### src/rtl/mem_stage.sv
// Memory-access stage of the RV32I pipeline: issues data-memory requests,
// formats store lanes and load results, and emits one writeback record per instruction.
module mem_stage #(
    parameter int ADDR_W = 32,
    parameter int DATA_W = 32
) (
    input  logic              clk,
    input  logic              rst,
    input  logic              ex_valid,
    input  logic              ex_load,
    input  logic              ex_store,
    input  logic [2:0]        ex_funct3,
    input  logic [ADDR_W-1:0] ex_addr,
    input  logic [DATA_W-1:0] ex_store_data,
    input  logic [DATA_W-1:0] ex_result,
    input  logic [4:0]        ex_rd,
    input  logic              ex_load_regfile,
    input  logic [ADDR_W-1:0] ex_pc,
    output logic              mem_stall,
    output logic              dmem_read,
    output logic              dmem_write,
    output logic [ADDR_W-1:0] dmem_address,
    output logic [DATA_W-1:0] dmem_wdata,
    output logic [3:0]        dmem_byte_enable,
    input  logic [DATA_W-1:0] dmem_rdata,
    input  logic              dmem_resp,
    output logic              wb_valid,
    output logic [4:0]        wb_rd,
    output logic              wb_load_regfile,
    output logic [DATA_W-1:0] wb_data,
    output logic [ADDR_W-1:0] wb_pc,
    output logic              mem_fault
);

    typedef enum logic {
        IDLE,
        ACCESS
    } state_t;

    typedef struct packed {
        logic [4:0]        rd;
        logic              lrf;
        logic [DATA_W-1:0] data;
        logic [ADDR_W-1:0] pc;
        logic              fault;
    } wb_rec_t;

    state_t state, state_next;

    logic accept, issue, complete;
    logic is_mem, bad_funct, misaligned, fault;
    logic [1:0] off;
    logic [3:0] be_raw, be_c;
    logic [DATA_W-1:0] wdata_c;

    // Outstanding access context, needed to format the load result at response time
    logic              p_load;
    logic [2:0]        p_funct3;
    logic [1:0]        p_off;
    logic [4:0]        p_rd;
    logic              p_lrf;
    logic [ADDR_W-1:0] p_pc;
    logic [DATA_W-1:0] p_result;

    logic [DATA_W-1:0] ld_shift, load_data;

    wb_rec_t acc_rec, comp_rec, out_rec, hold_rec, q_rec;
    logic    acc_v, comp_v, out_v, hold_v, q_v;

    assign off = ex_addr[1:0];

    // ---------------- state register ----------------
    always_ff @(posedge clk) begin
        if (rst) state <= IDLE;
        else     state <= state_next;
    end

    // ---------------- next-state logic ----------------
    always_comb begin
        state_next = state;
        case (state)
            IDLE:    if (issue) state_next = ACCESS;
            ACCESS:  if (dmem_resp) state_next = issue ? ACCESS : IDLE;
            default: state_next = IDLE;
        endcase
    end

    // ---------------- output / handshake logic ----------------
    always_comb begin
        mem_stall = (state == ACCESS) && !dmem_resp;
        accept    = ex_valid && !mem_stall;
        complete  = (state == ACCESS) && dmem_resp;
        issue     = accept && is_mem && !fault;
    end

    // Legality and alignment of the presented memory op
    always_comb begin
        is_mem    = ex_load || ex_store;
        bad_funct = 1'b0;
        if (ex_load)
            bad_funct = (ex_funct3 == 3'b011) || (ex_funct3[2:1] == 2'b11);
        if (ex_store)
            bad_funct = bad_funct || ex_funct3[2] || (ex_funct3[1:0] == 2'b11);
        misaligned = ((ex_funct3[1:0] == 2'b01) && off[0])
                  || ((ex_funct3[1:0] == 2'b10) && (off != 2'b00));
        fault = is_mem && ((ex_load && ex_store) || bad_funct || misaligned);
    end

    always_comb begin
        case (ex_funct3[1:0])
            2'b00: begin
                be_raw  = 4'b0001;
                wdata_c = {4{ex_store_data[7:0]}};
            end
            2'b01: begin
                be_raw  = 4'b0011;
                wdata_c = {2{ex_store_data[15:0]}};
            end
            default: begin
                be_raw  = 4'b1111;
                wdata_c = ex_store_data;
            end
        endcase
        be_c = be_raw << off;
    end

    always_comb begin
        ld_shift = dmem_rdata >> {p_off, 3'b000};
        case (p_funct3)
            3'b000:  load_data = {{24{ld_shift[7]}}, ld_shift[7:0]};
            3'b001:  load_data = {{16{ld_shift[15]}}, ld_shift[15:0]};
            3'b100:  load_data = {24'b0, ld_shift[7:0]};
            3'b101:  load_data = {16'b0, ld_shift[15:0]};
            default: load_data = dmem_rdata;
        endcase
    end

    // Records produced this cycle: completing access (older) and an accepted
    // non-issuing instruction (younger).
    always_comb begin
        acc_v         = accept && !issue;
        acc_rec       = '0;
        acc_rec.rd    = ex_rd;
        acc_rec.pc    = ex_pc;
        acc_rec.fault = fault;
        acc_rec.lrf   = !fault && ex_load_regfile && (ex_rd != 5'd0);
        acc_rec.data  = fault ? '0 : ex_result;

        comp_v         = complete;
        comp_rec       = '0;
        comp_rec.rd    = p_rd;
        comp_rec.pc    = p_pc;
        comp_rec.lrf   = p_load && p_lrf;
        comp_rec.data  = p_load ? load_data : p_result;
    end

    // When an access completes in the same cycle a non-memory op is accepted,
    // both records arrive together; the younger one waits in q one cycle and
    // subsequent single-cycle ops ride behind it until a bubble drains it.
    always_comb begin
        out_v    = 1'b0;
        out_rec  = '0;
        hold_v   = 1'b0;
        hold_rec = '0;
        if (q_v) begin
            out_v    = 1'b1;
            out_rec  = q_rec;
            hold_v   = comp_v || acc_v;
            hold_rec = comp_v ? comp_rec : acc_rec;
        end else if (comp_v) begin
            out_v    = 1'b1;
            out_rec  = comp_rec;
            hold_v   = acc_v;
            hold_rec = acc_rec;
        end else if (acc_v) begin
            out_v    = 1'b1;
            out_rec  = acc_rec;
        end
    end

    // ---------------- registered datapath ----------------
    always_ff @(posedge clk) begin
        if (rst) begin
            dmem_read        <= 1'b0;
            dmem_write       <= 1'b0;
            dmem_address     <= '0;
            dmem_wdata       <= '0;
            dmem_byte_enable <= '0;
            p_load           <= 1'b0;
            p_funct3         <= '0;
            p_off            <= '0;
            p_rd             <= '0;
            p_lrf            <= 1'b0;
            p_pc             <= '0;
            p_result         <= '0;
            q_v              <= 1'b0;
            q_rec            <= '0;
            wb_valid         <= 1'b0;
            wb_rd            <= '0;
            wb_load_regfile  <= 1'b0;
            wb_data          <= '0;
            wb_pc            <= '0;
            mem_fault        <= 1'b0;
        end else begin
            if (issue) begin
                dmem_read        <= ex_load;
                dmem_write       <= ex_store;
                dmem_address     <= {ex_addr[ADDR_W-1:2], 2'b00};
                dmem_wdata       <= wdata_c;
                dmem_byte_enable <= be_c;
                p_load           <= ex_load;
                p_funct3         <= ex_funct3;
                p_off            <= off;
                p_rd             <= ex_rd;
                p_lrf            <= ex_load_regfile && (ex_rd != 5'd0);
                p_pc             <= ex_pc;
                p_result         <= ex_result;
            end else if (complete) begin
                dmem_read  <= 1'b0;
                dmem_write <= 1'b0;
            end

            q_v   <= hold_v;
            q_rec <= hold_rec;

            wb_valid        <= out_v;
            wb_rd           <= out_rec.rd;
            wb_load_regfile <= out_v && out_rec.lrf;
            wb_data         <= out_rec.data;
            wb_pc           <= out_rec.pc;
            mem_fault       <= out_v && out_rec.fault;
        end
    end

endmodule

### config.mk
export PLATFORM = sky130hd
export DESIGN_NAME = mem_stage
export DESIGN_NICKNAME = d
export VERILOG_FILES = /design/src/rtl/mem_stage.sv
export SDC_FILE = /design/constraint.sdc
export NUM_CORES = 1
export LEC_CHECK = 0
export CORE_MARGIN = 5
export CORE_UTILIZATION = 49
export DETAILED_ROUTE_END_ITERATION = 10
export GPL_ROUTABILITY_DRIVEN = 0
export PLACE_DENSITY = 0.87
export SYNTH_ARGS = -nofsm -noshare
export SYNTH_HDL_FRONTEND = slang
export SYNTH_SLANG_ARGS = --single-unit
export TNS_END_PERCENT = 30
### constraint.sdc
create_clock -name clk -period 2.3 [get_ports clk]
set_input_delay 0.345 -clock clk [delete_from_list [all_inputs] [get_ports clk]]
set_output_delay 0.345 -clock clk [all_outputs]
set_load 0.1 [all_outputs]
==> flow_metrics.tcl, run 1 <==
set metrics [dict create \
    placed_area_sq_um 15200 \
    die_area_sq_um 27400 \
    start_util_pct 50.2 \
    syn_inst 1342 \
    clock-sinks 289 \
    stdcell_count 1982 \
    ios 318 \
    grt_pass1_vias 11343 \
    p_seq_share_pct 43.3 \
    min_path_type "input pin to flop" \
    area_growth_pct 36.3 \
    path_class "flop to flop" \
    place_hpwl_um 26400 \
    p_int_w 0.00859 \
    r2r_slack_ns 0.20 \
    m1WireLength_um 15100 \
    cp-end-kind "flop" \
    htreeDepth 1 \
    synthFlopType "dfxtp_1" \
    pwr-share-comb_pct 17.5 \
    clk_latency_ns 0.57 \
    cp_slowest_stage_delay_ns 0.43 \
    mostFrequentLayoutCell "dfxtp_1" \
    fin_area_sq_um 16100 \
    first_iter_violations 1119 \
    final_cell_mix "dfxtp_1 (288), nand2_1 (269), buf_4 (204)" \
    routed-wl-met3_um 4020 \
    drv_slew 0 \
    grt_max_degree 143 \
    switching_power_w 0.00353 \
    synth_edf_count 0 \
    cp.required_ns 2.76 \
    period_needed_ns 2.10 \
    placement_rows 56 \
    finalHoldViolCount 0 \
    cts_tree "done" \
    async_reset_ff_share_pct 0 \
    dr_wl_met2_um 18200 \
    cp-start-kind "flop" \
    clkTransAtPathRegs_ns 0.06 \
    path_cells "buf_4 > mux2_2 > a221o_1 > a31oi_1 > nor2_1 > a221o_1" \
    clock-root-buffer "clkbuf_16" \
    post_cts_resized 0 \
    fin_setup_tns_ns 0 \
    ys_types 58 \
    overflow 0 \
    placedCellCount 1927 \
    seq_area_frac_synth_pct 48.8 \
    status "finished, final reports clean" \
    fmax_ghz 0.475 \
    ant_nets 0 \
    slowest_stage "dfxtp_1" \
    routed.top_layer "met4" \
    fin_nets 1815 \
    worst_slew_pin_slew_ns 0.679 \
    slew_headroom_pct 54.6 \
    maxCapViolCount 0 \
    power.leakage_nw 6.38 \
    die_h_um 165 \
    worstPathArrival_ns 2.57 \
    grt_usage_pct 27.1 \
    cts_made_buffers 30 \
    vdd_ir_drop_max_v 0.000743 \
    rsz0062_at_grt "no" \
    setup_viol 0 \
    wl_per_cell_um 19.6 \
    firstDrtPassIters 6 \
    drc 0 \
    power.density_nw_per_um2 750 \
    antenna_found_initial 1 \
    synth.cell_area_sq_um 11800 \
    core_area_sq_um 23600 \
    synth_seq_cells 289 \
    vias 11656 \
    cts_buffer_depth 3 \
    critPathMostFrequentCell "a221o_1" \
    ctsHoldBuffers 0 \
    layout-drive-gt1-share_pct 18.4 \
    pwr-share-clk_pct 39.2 \
    fin_worst_skew_ns 0.0192 \
    die_w_um 165 \
    yosys_warnings 0 \
    place.port_buffers 315 \
    vias_per_cell 5.88 \
    swShare_pct 29.1 \
    grt_pass1_wl_um 60000 \
    post-route-period-util_pct 91.5 \
    syn_avg_cell_area_sq_um 8.83 \
    cts_setup_buffers 0 \
    drt-total-wl_um 38800 \
    crit_fanout 17 \
]
power by group through the flow:
stage	registers (W)	logic [W]	clock network [W]
detailed placement	0.00536	0.00210	0
CTS	0.00525	0.00211	0.00482
global placement	0.00535	0.00208	0
floorplan	0.00608	0.000588	0
finish	0.00525	0.00212	0.00475
global route	0.00526	0.00222	0.00503
sequential cells by signal, indices dropped and copies added, names as in the netlist, 2 cells and up:
signal,cells
wb_rd,5
p_pc,32
dmem_byte_enable,4
p_rd,5
p_off,2
wb_data,32
wb_pc,32
p_funct3,3
q_rec,71
dmem_address,30
dmem_wdata,32
p_result,32
critical path, delay by kind of cell, from the launching register on:
kind                   cells  cell delay, ns
buffers and inverters      1            0.28
muxes                      1            0.36
and+or+nand+nor            1            0.09
AOI/OAI and AO/OA          3            0.83
DFF                        1            0.43
layer usage:
layer | vias to the layer above | GRT usage, %
li1 | 5420 | -
met1 | 5487 | 33.9
met2 | 637 | 44.9
met3 | 112 | 7.07
met4 | 0 | 10.2
met5 | - | 0
synthesized netlist by cell type (all sizes together) (11+ instances only):
cell type / instances / area, sq um
nor2: 77 / 289
dfxtp: 289 / 5790
nand3: 11 / 55.1
mux2i: 19 / 190
a32oi: 16 / 140
mux2: 13 / 150
o211a: 16 / 160
a221o: 20 / 200
a21oi: 161 / 847
a221oi: 38 / 333
nor3: 44 / 231
a22oi: 12 / 90.1
and2: 11 / 68.8
clkbuf: 64 / 240
a22o: 62 / 543
o2bb2ai: 21 / 184
o21ai: 34 / 170
buf: 61 / 382
nand2: 269 / 1010
kinds of logic after synthesis:
group | count (synthesis) | share of synthesized area [%]
buf+inv | 136 | 5.60
simple gates | 441 | 15.6
xor+xnor | 3 | 0.285
other cells | 1 | 0.0317
flops | 289 | 48.8
mux | 34 | 3.25
compound gates | 438 | 26.3
through the flow:
stage / util, % / total power, W / hold WS, ns / setup slack (ns)
2_1_floorplan: - / 0.00666 / 0.401 / 0.429
3_3_place_gp: 64.2 / 0.00743 / 0.412 / -0.196
3_5_place_dp: 64.2 / 0.00746 / 0.424 / -0.255
4_1_cts: 68.4 / 0.0122 / 0.0805 / 0.247
5_1_grt: 68.4 / 0.0125 / 0.0891 / 0.116
6_report: 68.4 / 0.0121 / 0.104 / 0.195
path summary, 6_finish.rpt:
path / start / end / cells after the start
worst max-delay path: p_off[0] / wb_data[13] / 6
worst min-delay path: rst / wb_valid / 2
worst max register to register: p_off[0] / wb_data[13] / 6
worst min register to register: q_rec[50] / wb_data[17] / 2
area by class of cell:
class | count | area, sq um
clock inverters | 12 | 121
repair buffers | 390 | 3510
well taps | 319 | 399
flip-flops and latches | 289 | 5790
diodes | 1 | 2.50
clock buffers | 42 | 856
fillers | 1799 | 7470
inverters | 11 | 41.3
multi-input cells | 918 | 5430
(Power assumes the default switching activity.)
==> inputs of run 2 (changes only) <==
--- a/config.mk
+++ b/config.mk
@@ -5,8 +5,8 @@
 export SDC_FILE = /design/constraint.sdc
 export NUM_CORES = 1
 export LEC_CHECK = 0
-export CORE_MARGIN = 5
 export CORE_UTILIZATION = 49
+export CTS_CLUSTER_SIZE = 24
 export DETAILED_ROUTE_END_ITERATION = 10
 export GPL_ROUTABILITY_DRIVEN = 0
 export PLACE_DENSITY = 0.87
==> flow_metrics.tcl, run 2 (synthesis gave the netlist of run 1 again) <==
set metrics [dict create \
    fin_area_sq_um 16300 \
    vdd_ir_drop_max_v 0.000572 \
    top_register "q_rec" \
    post-route-period-util_pct 93.3 \
    path_cells "buf_4 > mux2_2 > a221o_1 > a31oi_1 > nor2_1 > a221o_1" \
    swShare_pct 28.2 \
    finalHoldViolCount 0 \
    cp.required_ns 2.73 \
    worstPathArrival_ns 2.58 \
    vias 11618 \
    power.leakage_nw 6.48 \
    start_util_pct 50.2 \
    ant_nets 0 \
    final_cell_mix "dfxtp_1 (288), nand2_1 (269), buf_4 (209)" \
    cp-end-kind "flop" \
    clk_latency_ns 0.55 \
    grt_pass1_wl_um 58300 \
    post_cts_resized 0 \
    pwr-share-comb_pct 16.9 \
    m1WireLength_um 14600 \
    place.port_buffers 315 \
    die_h_um 157 \
    area_growth_pct 37.9 \
    power.density_nw_per_um2 770 \
    path_class "flop to flop" \
    cts_buffer_depth 3 \
    clkTransAtPathRegs_ns 0.06 \
    vias_per_cell 5.84 \
    placement_rows 56 \
    htreeDepth 1 \
    period_needed_ns 2.14 \
    min_path_type "input pin to flop" \
    drv_slew 0 \
    layout-drive-gt1-share_pct 19.0 \
    multiInputGateArea_sq_um 5430 \
    placed_area_sq_um 15300 \
    cp_slowest_stage_delay_ns 0.42 \
    p_int_w 0.00904 \
    clock-root-buffer "clkbuf_16" \
    switching_power_w 0.00355 \
    cts_setup_buffers 0 \
    cts_tree "done" \
    slowest_stage "dfxtp_1" \
    whs_ns 0.353 \
    fin_nets 1824 \
    fillCellCount 1807 \
    firstDrtPassIters 5 \
    die_w_um 157 \
    cp_num_cells 6 \
    first_iter_violations 991 \
    rsz0062_at_grt "no" \
    crit_buf_inv 1 \
    largest_register_ffs 71 \
    cts_made_buffers 30 \
    cp-start-kind "flop" \
    worst_slew_pin_slew_ns 0.940 \
    grt_max_degree 91 \
    drc 0 \
    crit_fanout 22 \
    dr_wl_met2_um 17600 \
    slew_headroom_pct 37.4 \
    routed.top_layer "met4" \
    mostFrequentLayoutCell "dfxtp_1" \
    routed-wl-met3_um 3380 \
    wl_per_cell_um 18.8 \
    pwr-share-clk_pct 41.3 \
    p_seq_share_pct 41.7 \
    reg2reg_depth 6 \
    clock-sinks 289 \
    core_area_sq_um 23600 \
    critPathMostFrequentCell "a221o_1" \
    whs_path_depth 3 \
    status "finished, final reports clean" \
    die_area_sq_um 24800 \
    num_antenna_cells 0 \
    setup_viol 0 \
    grt_usage_pct 29.6 \
    place_hpwl_um 25200 \
    overflow 0 \
    fmax_ghz 0.466 \
    fin_worst_skew_ns 0.0211 \
    drt-total-wl_um 37300 \
    cpLargestDelayFamily "compound AO/OA/AOI/OAI gates" \
    maxCapViolCount 0 \
    grt_pass1_vias 11231 \
    ios 318 \
    register_area_sq_um 5790 \
    antenna_found_initial 1 \
]
run 2: changes by cell type in the layout (fill, tap and decap cells not counted), sizes merged:
cell | previous run | this run
dlygate4sd3 | 0 | 1
clkbuf | 42 | 39
bufinv | 1 | 5
diode | 1 | 0
buf | 217 | 225
run 2: final timing paths:
kind / from / endpoint / slack (ns)
setup reg to reg: p_off[0] / wb_data[9] / 0.16
hold / removal: ex_addr[4] / dmem_address[4] / 0.35
hold reg to reg: q_rec[48] / wb_data[15] / 0.44
setup / recovery: p_off[0] / wb_data[9] / 0.16
run 2: worst reg2reg max path: cells and delay by family (launching register included):
kind	cells	cell delay, ns
DFF	1	0.42
AOI/OAI and AO/OA	3	0.83
buffers and inverters	1	0.31
and+or+nand+nor	1	0.08
muxes	1	0.39
run 2: cell type report:
cell class,instances,share of cell area (%)
flip-flops and latches,289,35.4
multi-input cells,918,33.2
repair buffers,399,22.2
clock buffers,39,5.18
well taps,319,2.44
clock inverters,16,1.33
inverters,11,0.253
run 2: what timing repair did:
item,4_1_cts,5_1_grt
hold endpoints to repair,2,0
setup endpoints to repair,0,0
hold buffers,1,0
run 2: through the flow:
stage | setup WS (ns) | setup TNS, ns | utilization, % | total power [W] | instances
floorplan | 0.429 | 0 | - | 0.00666 | 1343
global placement | -0.198 | -13.90 | 64.6 | 0.00745 | 1935
CTS | 0.167 | 0 | 69.2 | 0.0126 | 1991
detailed placement | -0.294 | -24.85 | 64.6 | 0.00747 | 1935
global route | 0.0327 | 0 | 69.2 | 0.0130 | 1991
finish | 0.155 | 0 | 69.2 | 0.0126 | 1991
run 2: power by group through the flow:
stage,sequential (W),clock (W),combinational (W)
3_5_place_dp,0.00536,0,0.00211
3_3_place_gp,0.00535,0,0.00209
2_1_floorplan,0.00608,0,0.000588
4_1_cts,0.00525,0.00525,0.00212
5_1_grt,0.00527,0.00547,0.00224
6_report,0.00525,0.00520,0.00213
run 2: layer usage:
| layer | global-route usage (%) | up-vias |
|---|---|---|
| met5 | 0 | - |
| met4 | 14.3 | 0 |
| met3 | 6.66 | 116 |
| met2 | 47.5 | 623 |
| met1 | 37.4 | 5439 |
| li1 | - | 5440 |
==> inputs of run 3 (changes only) <==
--- a/config.mk
+++ b/config.mk
@@ -5,11 +5,13 @@
 export SDC_FILE = /design/constraint.sdc
 export NUM_CORES = 1
 export LEC_CHECK = 0
+export CORE_ASPECT_RATIO = 1.25
 export CORE_UTILIZATION = 49
 export CTS_CLUSTER_SIZE = 24
 export DETAILED_ROUTE_END_ITERATION = 10
 export GPL_ROUTABILITY_DRIVEN = 0
 export PLACE_DENSITY = 0.87
+export SKIP_CTS_REPAIR_TIMING = 1
 export SYNTH_ARGS = -nofsm -noshare
 export SYNTH_HDL_FRONTEND = slang
 export SYNTH_SLANG_ARGS = --single-unit
==> flow_metrics.tcl, run 3 (synthesis gave the netlist of run 1 again) <==
set metrics [dict create \
    clock-root-buffer "clkbuf_16" \
    cts_tree "done" \
    place_hpwl_um 25600 \
    fillCellCount 1843 \
    htreeDepth 1 \
    drv_slew 0 \
    cts_made_buffers 28 \
    vdd_ir_drop_max_v 0.000550 \
    mostFrequentLayoutCell "dfxtp_1" \
    maxCapViolCount 0 \
    slew_headroom_pct 27.6 \
    clock-sinks 289 \
    fin_worst_skew_ns 0.0117 \
    antenna_found_initial 0 \
    power.density_nw_per_um2 724 \
    core_area_sq_um 23700 \
    grt_max_degree 98 \
    crit_buf_inv 3 \
    register_area_sq_um 5790 \
    path_cells "inv_1 > nor2_2 > buf_4 > nand2_1 > o21ai_0 > buf_4" \
    final_cell_mix "dfxtp_1 (288), nand2_1 (269), buf_4 (213)" \
    cpLargestDelayFamily "simple AND/OR/NAND/NOR gates" \
    power.leakage_nw 6.42 \
    cts_buffer_depth 3 \
    die_h_um 176 \
    worst_slew_pin_slew_ns 1.09 \
    grt_usage_pct 29.9 \
    setup_viol 0 \
    fin_nets 1828 \
    placedCellCount 1948 \
    final_core_util_pct 68.3 \
    slowest_stage "nor2_2" \
    vias_per_cell 5.90 \
    crit_fanout 25 \
    cp.required_ns 2.78 \
    period_needed_ns 2.14 \
    drt-total-wl_um 38000 \
    fmax_ghz 0.468 \
    clkTransAtPathRegs_ns 0.07 \
    vias 11768 \
    wl_per_cell_um 19.1 \
    die_area_sq_um 24800 \
    stdcell_count 1995 \
    drc 0 \
    ios 318 \
    multiInputGateArea_sq_um 5430 \
    critPathMostFrequentCell "buf_4" \
    cp-start-kind "flop" \
    post-route-period-util_pct 92.9 \
    die_w_um 141 \
    placement_rows 63 \
    cp_slowest_stage_delay_ns 0.81 \
    largest_register_ffs 71 \
    start_util_pct 49.9 \
    ant_nets 0 \
    min_path_type "input pin to flop" \
    path_class "flop to flop" \
    top_register "q_rec" \
    place.port_buffers 315 \
    firstDrtPassIters 5 \
    grt_pass1_vias 11624 \
    layout-drive-gt1-share_pct 18.6 \
    finalHoldViolCount 0 \
    area_growth_pct 36.9 \
    worstPathArrival_ns 2.62 \
    first_iter_violations 913 \
    rsz0062_at_grt "no" \
    status "finished, final reports clean" \
    overflow 0 \
    cp-end-kind "flop" \
    clk_latency_ns 0.54 \
    grt_pass1_wl_um 59500 \
]
==> run 3: area by class of cell <==
type / count / share of cell area, %
Timing Repair Buffer: 405 / 22.8
Sequential cell: 289 / 35.7
Tap cell: 325 / 2.51
Antenna cell: 1 / 0.0154
Inverter: 11 / 0.255
Clock buffer: 42 / 5.08
Multi-Input combinational cell: 918 / 33.5
Clock inverter: 4 / 0.170
==> run 3: layer usage <==
layer | wire, um | share of wire, % | track usage (%) | up-vias
li1 | - | - | - | 5445
met1 | 14400 | 38 | 35.4 | 5524
met2 | 18200 | 48 | 49.7 | 630
met3 | 3140 | 8.2 | 5.67 | 169
met4 | 2230 | 5.9 | 19.2 | 0
met5 | 0 | 0 | 0 | -
==> run 3: worst register-to-register path, delay by kind of cell, from the launching register on <==
| family | cells | cell delay, ns |
|---|---|---|
| AOI/OAI and AO/OA | 1 | 0.07 |
| DFF | 1 | 0.51 |
| buffers and inverters | 3 | 0.61 |
| and+or+nand+nor | 2 | 0.88 |
==> run 3: power breakdown <==
group          internal [W]  leakage [nW]  switching (W)
Clock               0.00245         0.419        0.00187
Combinational      0.000731          3.65        0.00143
Sequential          0.00517          2.34      0.0000882
==> run 3: worst paths after layout <==
path,start,end,slack (ns),depth (start not counted)
setup / recovery,q_v,wb_data[15],0.16,6
setup reg to reg,q_v,wb_data[15],0.16,6
hold reg to reg,q_rec[63],wb_data[30],0.44,2
hold / removal,rst,p_result[12],0.03,2
==> run 3: stage by stage <==
stage / TNS [ns] / total power, W / hold WS (ns) / instance area (sq um) / setup slack (ns)
final: 0 / 0.0117 / 0.0314 / 16200 / 0.162
after global placement: -33.09 / 0.00747 / 0.426 / 15400 / -0.234
after CTS: 0 / 0.0118 / 0.0110 / 16200 / 0.171
after global routing: 0 / 0.0121 / 0.0187 / 16200 / 0.000648
after floorplan: 0 / 0.00666 / 0.401 / 11800 / 0.429
after detailed placement: -39.35 / 0.00750 / 0.429 / 15400 / -0.272
